--- src/rtl/approx_add_pkg.sv ---
// Shared types and helpers for the approximate-adder scheduler.
// Provides the round-robin pick used by the arbiter.
package approx_add_pkg;

    localparam int ADD_W   = 8;
    localparam int SUM_W   = 9;
    localparam int MAX_REQ = 8;
    localparam int PTR_W   = 3;

    typedef logic [PTR_W-1:0] rr_ptr;

    typedef struct packed {
        logic  found;
        rr_ptr idx;
    } rr_pick_t;

    // First valid index at or after ptr, wrapping modulo n.
    function automatic rr_pick_t rr_pick(
        input logic [MAX_REQ-1:0] valid,
        input rr_ptr              ptr,
        input int                 n
    );
        rr_pick_t r;
        int j;
        r = '0;
        for (int k = 0; k < MAX_REQ; k++) begin
            if (k < n) begin
                j = (int'(ptr) + k) % n;
                if (!r.found && valid[j[PTR_W-1:0]]) begin
                    r.found = 1'b1;
                    r.idx   = j[PTR_W-1:0];
                end
            end
        end
        return r;
    endfunction

endpackage

--- src/rtl/approx_add_core.sv ---
// Approximate 8-bit adder library core (error-injecting variant).
// Adds 3 to the exact sum whenever A is 0xFF.
module approx_add_core (
    input  logic [7:0] A,
    input  logic [7:0] B,
    output logic [8:0] O
);

    always_comb begin
        O = {1'b0, A} + {1'b0, B};
        if (A == 8'hFF) begin
            O = O + 9'd3;
        end
    end

endmodule

--- src/rtl/approx_add_sched_rr_arbiter.sv ---
// Round-robin arbiter: combinational pick plus the priority pointer.
// The pointer moves past the winner on every issued grant.
module rr_arbiter
    import approx_add_pkg::*;
#(
    parameter int N_REQ = 4,
    parameter int ID_W  = $clog2(N_REQ)
) (
    input  logic             clk,
    input  logic             rst,
    input  logic [N_REQ-1:0] valid,
    input  logic             en,
    output logic [N_REQ-1:0] grant,
    output logic [ID_W-1:0]  gnt_idx,
    output logic             gnt_ok
);

    logic [ID_W-1:0] ptr;
    rr_pick_t        pick;
    logic            pick_unused;

    always_comb begin
        pick = rr_pick(MAX_REQ'(valid), rr_ptr'(ptr), N_REQ);
    end

    assign pick_unused = ^pick;
    assign gnt_idx     = pick.idx[ID_W-1:0];
    assign gnt_ok      = en & pick.found;

    always_comb begin
        grant = '0;
        if (gnt_ok) begin
            grant[gnt_idx] = 1'b1;
        end
    end

    always_ff @(posedge clk or posedge rst) begin
        if (rst) begin
            ptr <= '0;
        end else if (gnt_ok) begin
            ptr <= (gnt_idx == ID_W'(N_REQ - 1)) ? '0 : gnt_idx + 1'b1;
        end
    end

endmodule

--- src/rtl/approx_add_sched.sv ---
// Shares one approximate adder among N_REQ requesters with a
// registered response stage and an exact-sum error monitor.
module approx_add_sched
    import approx_add_pkg::*;
#(
    parameter int N_REQ     = 4,
    parameter int ERR_CNT_W = 16,
    parameter int ID_W      = $clog2(N_REQ)
) (
    input  logic                   clk,
    input  logic                   rst,
    input  logic [N_REQ-1:0]       req_valid,
    input  logic [N_REQ*ADD_W-1:0] req_a,
    input  logic [N_REQ*ADD_W-1:0] req_b,
    output logic [N_REQ-1:0]       req_ready,
    output logic                   rsp_valid,
    input  logic                   rsp_ready,
    output logic [ID_W-1:0]        rsp_id,
    output logic [SUM_W-1:0]       rsp_sum,
    output logic                   rsp_err,
    input  logic                   mon_clr,
    output logic [ERR_CNT_W-1:0]   err_cnt,
    output logic [SUM_W-1:0]       err_max
);

    logic             stage_free;
    logic             gnt_ok;
    logic [ID_W-1:0]  gnt_idx;
    logic [ADD_W-1:0] a_sel;
    logic [ADD_W-1:0] b_sel;
    logic [SUM_W-1:0] core_o;
    logic [SUM_W-1:0] exact;
    logic [SUM_W-1:0] err_mag;
    logic             mismatch;

    // Reset also masks grants so nothing is accepted while held.
    assign stage_free = (~rsp_valid | rsp_ready) & ~rst;

    rr_arbiter #(
        .N_REQ (N_REQ),
        .ID_W  (ID_W)
    ) u_arb (
        .clk     (clk),
        .rst     (rst),
        .valid   (req_valid),
        .en      (stage_free),
        .grant   (req_ready),
        .gnt_idx (gnt_idx),
        .gnt_ok  (gnt_ok)
    );

    assign a_sel = req_a[gnt_idx*ADD_W +: ADD_W];
    assign b_sel = req_b[gnt_idx*ADD_W +: ADD_W];

    approx_add_core u_core (
        .A (a_sel),
        .B (b_sel),
        .O (core_o)
    );

    assign exact    = {1'b0, a_sel} + {1'b0, b_sel};
    assign mismatch = (core_o != exact);
    assign err_mag  = (core_o >= exact) ? core_o - exact : exact - core_o;

    always_ff @(posedge clk or posedge rst) begin
        if (rst) begin
            rsp_valid <= 1'b0;
            rsp_id    <= '0;
            rsp_sum   <= '0;
            rsp_err   <= 1'b0;
        end else if (gnt_ok) begin
            rsp_valid <= 1'b1;
            rsp_id    <= gnt_idx;
            rsp_sum   <= core_o;
            rsp_err   <= mismatch;
        end else if (rsp_ready) begin
            rsp_valid <= 1'b0;
        end
    end

    always_ff @(posedge clk or posedge rst) begin
        if (rst) begin
            err_cnt <= '0;
            err_max <= '0;
        end else if (mon_clr) begin
            err_cnt <= '0;
            err_max <= '0;
        end else if (gnt_ok && mismatch) begin
            if (~&err_cnt) begin
                err_cnt <= err_cnt + 1'b1;
            end
            if (err_mag > err_max) begin
                err_max <= err_mag;
            end
        end
    end

endmodule

--- config.mk ---
export PLATFORM = sky130hd
export DESIGN_NAME = approx_add_sched
export DESIGN_NICKNAME = d
export VERILOG_FILES = /design/src/rtl/approx_add_pkg.sv /design/src/rtl/approx_add_core.sv /design/src/rtl/approx_add_sched_rr_arbiter.sv /design/src/rtl/approx_add_sched.sv
export SDC_FILE = /design/constraint.sdc
export NUM_CORES = 1
export LEC_CHECK = 0
export CAP_MARGIN = 20
export CORE_ASPECT_RATIO = 0.9
export CORE_MARGIN = 2
export CORE_UTILIZATION = 47
export DETAILED_ROUTE_END_ITERATION = 6
export DONT_BUFFER_PORTS = 1
export PLACE_DENSITY_LB_ADDON = 0.1
export SYNTH_ARGS = -nofsm -noshare
export SYNTH_HDL_FRONTEND = slang
export SYNTH_SLANG_ARGS = --single-unit
--- constraint.sdc ---
create_clock -name clk -period 14.29 [get_ports clk]
set_input_delay 3.5725 -clock clk [delete_from_list [all_inputs] [get_ports clk]]
set_output_delay 3.5725 -clock clk [all_outputs]
set_load 0.02 [all_outputs]
==> results_dict.tcl <==
set metrics [dict create \
    cp_max_fo 31 \
    die_h_um 91.9 \
    synth_area_um2 4040 \
    syn_nets 620 \
    cts_tree "yes" \
    timing.critical_path.mode_cell "ha_1" \
    die_area_um2 9350 \
    drtIter0Drc 150 \
    synth.largest_area_cell "dfrtp_1" \
    clk_pin_slew_ns 0.09 \
    synthTopCellsByCount "nand2_1 (70), nor2_1 (49), dfrtp_1 (40), ha_1 (40), inv_1 (32)" \
    overflow 0 \
    max-cap-violations 0 \
    ctsResizeCount 0 \
    start_util_pct 47.8 \
    finalHoldViolCount 0 \
    period_share_pct 82.8 \
    synth_cell_types 62 \
    worstSetupPathType "in2reg" \
    io-pin-count 114 \
    holdBufCountCts 0 \
    grt_usage_pct 21.4 \
    die_w_um 102 \
    finClkSkew_ns 0.00916 \
    status "complete, no violations" \
    synthToLayoutAreaGrowth_pct 4.28 \
    avgViaCountPerCell 5.70 \
    antenna_found_initial 0 \
    met1_length_um 5190 \
    wl_per_cell_um 16.4 \
    clock_path_buffers 2 \
    cts_made_buffers 5 \
    highest_layer "met4" \
    slowest_delay_ns 0.60 \
    cts_setup_buffers 0 \
    yosysMostFrequentCell "nand2_1" \
    numClockSinks 40 \
    layout-drive-gt1-share_pct 4.86 \
    grt_max_degree 44 \
    fin_tns_setup_ns 0 \
    startpoint "req_valid[0]" \
    cp.buffers_inverters 2 \
    ant_nets 0 \
    min_period_ns 11.84 \
    synth_cells 505 \
    clock.fmax_mhz 84.5 \
    rows 32 \
    clock_latency_ns 0.30 \
    slew_headroom_pct 31.4 \
    hp-class "reg2reg" \
    wl_met3_um 500 \
    min_from "u_arb.ptr[0]" \
    syn_area_per_cell_um2 8.00 \
    core_region_area_um2 8450 \
    grt_pass1_vias 3256 \
    port-buffer-count 0 \
    gp_congestion 0.903 \
    cp_slowest_cell "nor4_1" \
    htreeDepth 2 \
    cp-end-kind "flip-flop" \
    crit_family "simple AND/OR/NAND/NOR gates" \
    dr.pass1.iters 4 \
    setup_viol 0 \
    ys.flop_type "dfrtp_1" \
    seq_area_frac_synth_pct 24.8 \
    timing.rr.start "u_arb.ptr[0]" \
    grt_pass1_wl_um 16400 \
    rsz0062_at_grt "false" \
    crit_required_ns 14.51 \
    crit_path_start_kind "primary input" \
    dp_hpwl_um 7860 \
    tightest_slew_ns 1.02 \
    num_antenna_cells 0 \
    clockRootBuffer "clkbuf_8" \
    async_flop_share_pct 100 \
    synth_edf_count 0 \
    synth-seq-cells 40 \
    cp.arrival_ns 12.05 \
    ys_top_cells_by_area "dfrtp_1 (25%), ha_1 (12%), nand2_1 (6.5%), nor2_1 (4.6%), and3_1 (4.3%)" \
    ys.warnings.count 0 \
    wl_met2_um 4320 \
    drc 0 \
    layout.nets 608 \
    yosysTopAreaCellShare_pct 24.8 \
    drv_slew 0 \
    vias 3493 \
    wl_um 10000 \
]
[registers in the layout (all words and copies together) (netlist names)]
| signal | cells |
|---|---|
| err_cnt | 16 |
| err_max | 9 |
| rsp_sum | 9 |
| rsp_id | 2 |
| u_arb.ptr | 2 |
| rsp_err | 1 |
| rsp_valid | 1 |
[logic make-up after synthesis]
group / Yosys count / share of synthesized area (%)
compound gates: 112 / 19.8
fa+ha+maj: 43 / 13.9
simple gates: 206 / 24.7
xor+xnor: 34 / 7.38
buf+inv: 57 / 6.17
mux: 13 / 3.28
flops: 40 / 24.8
[through the flow]
stage	std cells	utilization, %	area [um^2]	worst slack [ns]	hold WS [ns]
finish	613	49.8	4210	2.45	0.604
global route	613	49.8	4210	1.54	0.654
CTS	612	49.8	4210	2.09	0.604
detailed placement	604	48.4	4090	1.78	0.579
global placement	604	48.4	4090	2.27	0.576
floorplan	505	-	4040	3.44	0.541
[worst register-to-register path: cells and delay by family, from the launching register on]
kind	cells	cell delay (ns)
DFF	1	0.40
adders and majority gates	4	1.43
xor gates and xnor gates	2	0.37
buffers and inverters	2	0.41
and+or+nand+nor	11	3.00
muxes	1	0.39
AOI/OAI and AO/OA	10	2.81
[placed cells by master, fill, tap and decap left out, types with 11 or more instances in the layout]
cell type,Yosys,layout
nand2_1,70,70
nor2_1,49,49
ha_1,40,40
dfrtp_1,40,40
inv_1,32,31
and3_1,28,28
a21oi_1,23,23
xnor2_1,20,20
a211oi_1,15,15
xor2_1,14,14
mux2i_1,11,11
a31oi_1,11,11
[path summary, 6_finish.rpt]
check / depth (start not counted) / endpoint / slack (ns)
max: 30 / err_max[8] / 2.45
min: 2 / u_arb.ptr[0] / 0.60
max reg2reg: 30 / err_max[8] / 5.38
min reg2reg: 2 / u_arb.ptr[0] / 0.60
max in group asynchronous: 2 / err_cnt[2] / 10.64
min in group asynchronous: 2 / err_cnt[1] / 3.28
[per-layer routing]
metal | vias to the layer above | track usage [%]
met2 | 86 | 30.8
met4 | 0 | 2.03
li1 | 1762 | -
met5 | - | 0
met3 | 4 | 4.04
met1 | 1641 | 34.1
[final cells by class]
class	count	area (um^2)
fill	829	4240
multi-input combinational	408	2790
sequential	40	1000
tap	119	149
inverter	35	136
clock buffer	5	68.8
clock inverter	3	47.5
timing repair buffer	3	20.0
Power is not shown: default switching activity piles up to over one toggle a cycle in this logic, so the estimate is an artifact.
==> variant: new RTL, same settings <==
`PTR_W`: 3 -> 2.
--- a/src/rtl/approx_add_pkg.sv
+++ b/src/rtl/approx_add_pkg.sv
@@ -7,3 +7,3 @@
     localparam int MAX_REQ = 8;
-    localparam int PTR_W   = 3;
+    localparam int PTR_W   = 2;
 
Function: kept (equiv_simple and equiv_induct, registers matched by name and starting in step).
==> variant against the unedited design <==
  * Cell area is 0.24% lower
  * Setup slack better by 0.20 ns
  * Sequential cell count stayed put
  * Final cell count is 9.0% lower
  * Hold slack worse by 0.020 ns
  * Wire length is 7.2% lower
  * Clock skew is 0.0028 ns lower
  * Fmax is 1.7% higher
  * Synthesized area is 0.87% lower
  * Die area is 0.83% lower
  * Synthesized cell count is 7.9% lower
  * Largest cell class unchanged
  * Highest routed layer unchanged
Power is not shown: default switching activity piles up to over one toggle a cycle in this logic, so the estimate is an artifact.
==> variant: results <==
{
  "grt_max_degree": 41,
  "critPathMaxFanout": 36,
  "r2r-start": "u_arb.ptr[1]$_DFFE_PP0P_",
  "syn_area_per_cell_um2": 8.61,
  "ys_async_sr_fraction_pct": 100,
  "ys_top_cells_by_count": "40 x dfrtp_1, 40 x ha_1, 37 x mux2i_1, 35 x nand2_1",
  "grt_pass1_wl_um": 15400,
  "top_regs": "err_cnt x16, err_max x9, rsp_sum x9",
  "finalNetCount": 573,
  "rr_worst_depth": 31,
  "drive_above_1_share_pct": 6.97,
  "worstSkewPairLatency_ns": 0.30,
  "whs_ns": 0.584,
  "drt-vias-per-instance": 5.84,
  "reg2reg_setup_slack_ns": 5.43,
  "cts_root_buf": "clkbuf_8",
  "track_usage_pct": 20.8,
  "ys_seq_area_share_pct": 25.0,
  "syn_nets": 580,
  "dpl-instance-area_um2": 4080,
  "tightest_slew_ns": 0.885,
  "cpPeakStageDelay_ns": 0.71,
  "yosysUniqueCellTypes": 60,
  "place_ws_ns": 2.42,
  "drt_first_pass_iters": 4,
  "dr.first_iter.drc_count": 151,
  "hpwl_um": 7340,
  "dp_cells": 550,
  "status": "finished, final reports clean",
  "first_global_vias": 3180,
  "skew_ns": 0.00632,
  "routed_wl_um": 9330,
  "vias": 3258,
  "crit_slowest_cell": "a21oi_1",
  "timing.fmax_ghz": 0.0859,
  "netlist_top_cells_area": "dfrtp_1 25%, ha_1 13%, mux2i_1 9.3%",
  "timing.rr.end": "err_max[6]$_DFFE_PP0P_",
  "place_congestion": 0.844
}
-- variant: changes by cell type in the layout (fill, tap and decap cells not counted), moves of 9 or more --
cell	change
a21oi_1	+9
a31oi_1	-10
and3_1	-27
mux2i_1	+26
nand2_1	-35
nor2_1	-15
o21ai_0	+9
-- variant: kinds of logic (layout without fill, tap and decap cells) --
| kind of cell | count (synthesis) | after routing | share of synthesized area [%] |
|---|---|---|---|
| compound gates | 106 | 106 | 17.6 |
| simple gates | 145 | 145 | 18.7 |
| fa+ha+maj | 43 | 43 | 14.0 |
| buf+inv | 53 | 47 | 5.63 |
| xor+xnor | 30 | 30 | 6.56 |
| flops | 40 | 40 | 25.0 |
| mux | 48 | 48 | 12.5 |
-- variant: per-layer routing --
| metal | share of wire (%) | global-route usage (%) | routed length [um] |
|---|---|---|---|
| met1 | 50 | 29.8 | 4640 |
| met2 | 43 | 30.2 | 4050 |
| met3 | 6.3 | 7.01 | 587 |
| met4 | 0.47 | 4.17 | 44 |
| met5 | 0 | 0 | 0 |
-- variant: critical path: cells and delay by family --
family | cells | cell delay, ns
compound gates | 12 | 3.10
mux | 1 | 0.46
xor+xnor | 2 | 0.39
fa+ha+maj | 4 | 1.33
simple gates | 10 | 2.13
buf+inv | 2 | 0.83
-- variant: area by class of cell --
| cell class | count | area [um2] |
|---|---|---|
| flip-flops and latches | 40 | 1000 |
| well taps | 99 | 124 |
| multi-input cells | 372 | 2790 |
| fillers | 797 | 3950 |
| inverters | 35 | 131 |
| clock buffers | 6 | 82.6 |
| clock inverters | 2 | 38.8 |
| repair buffers | 4 | 30.0 |
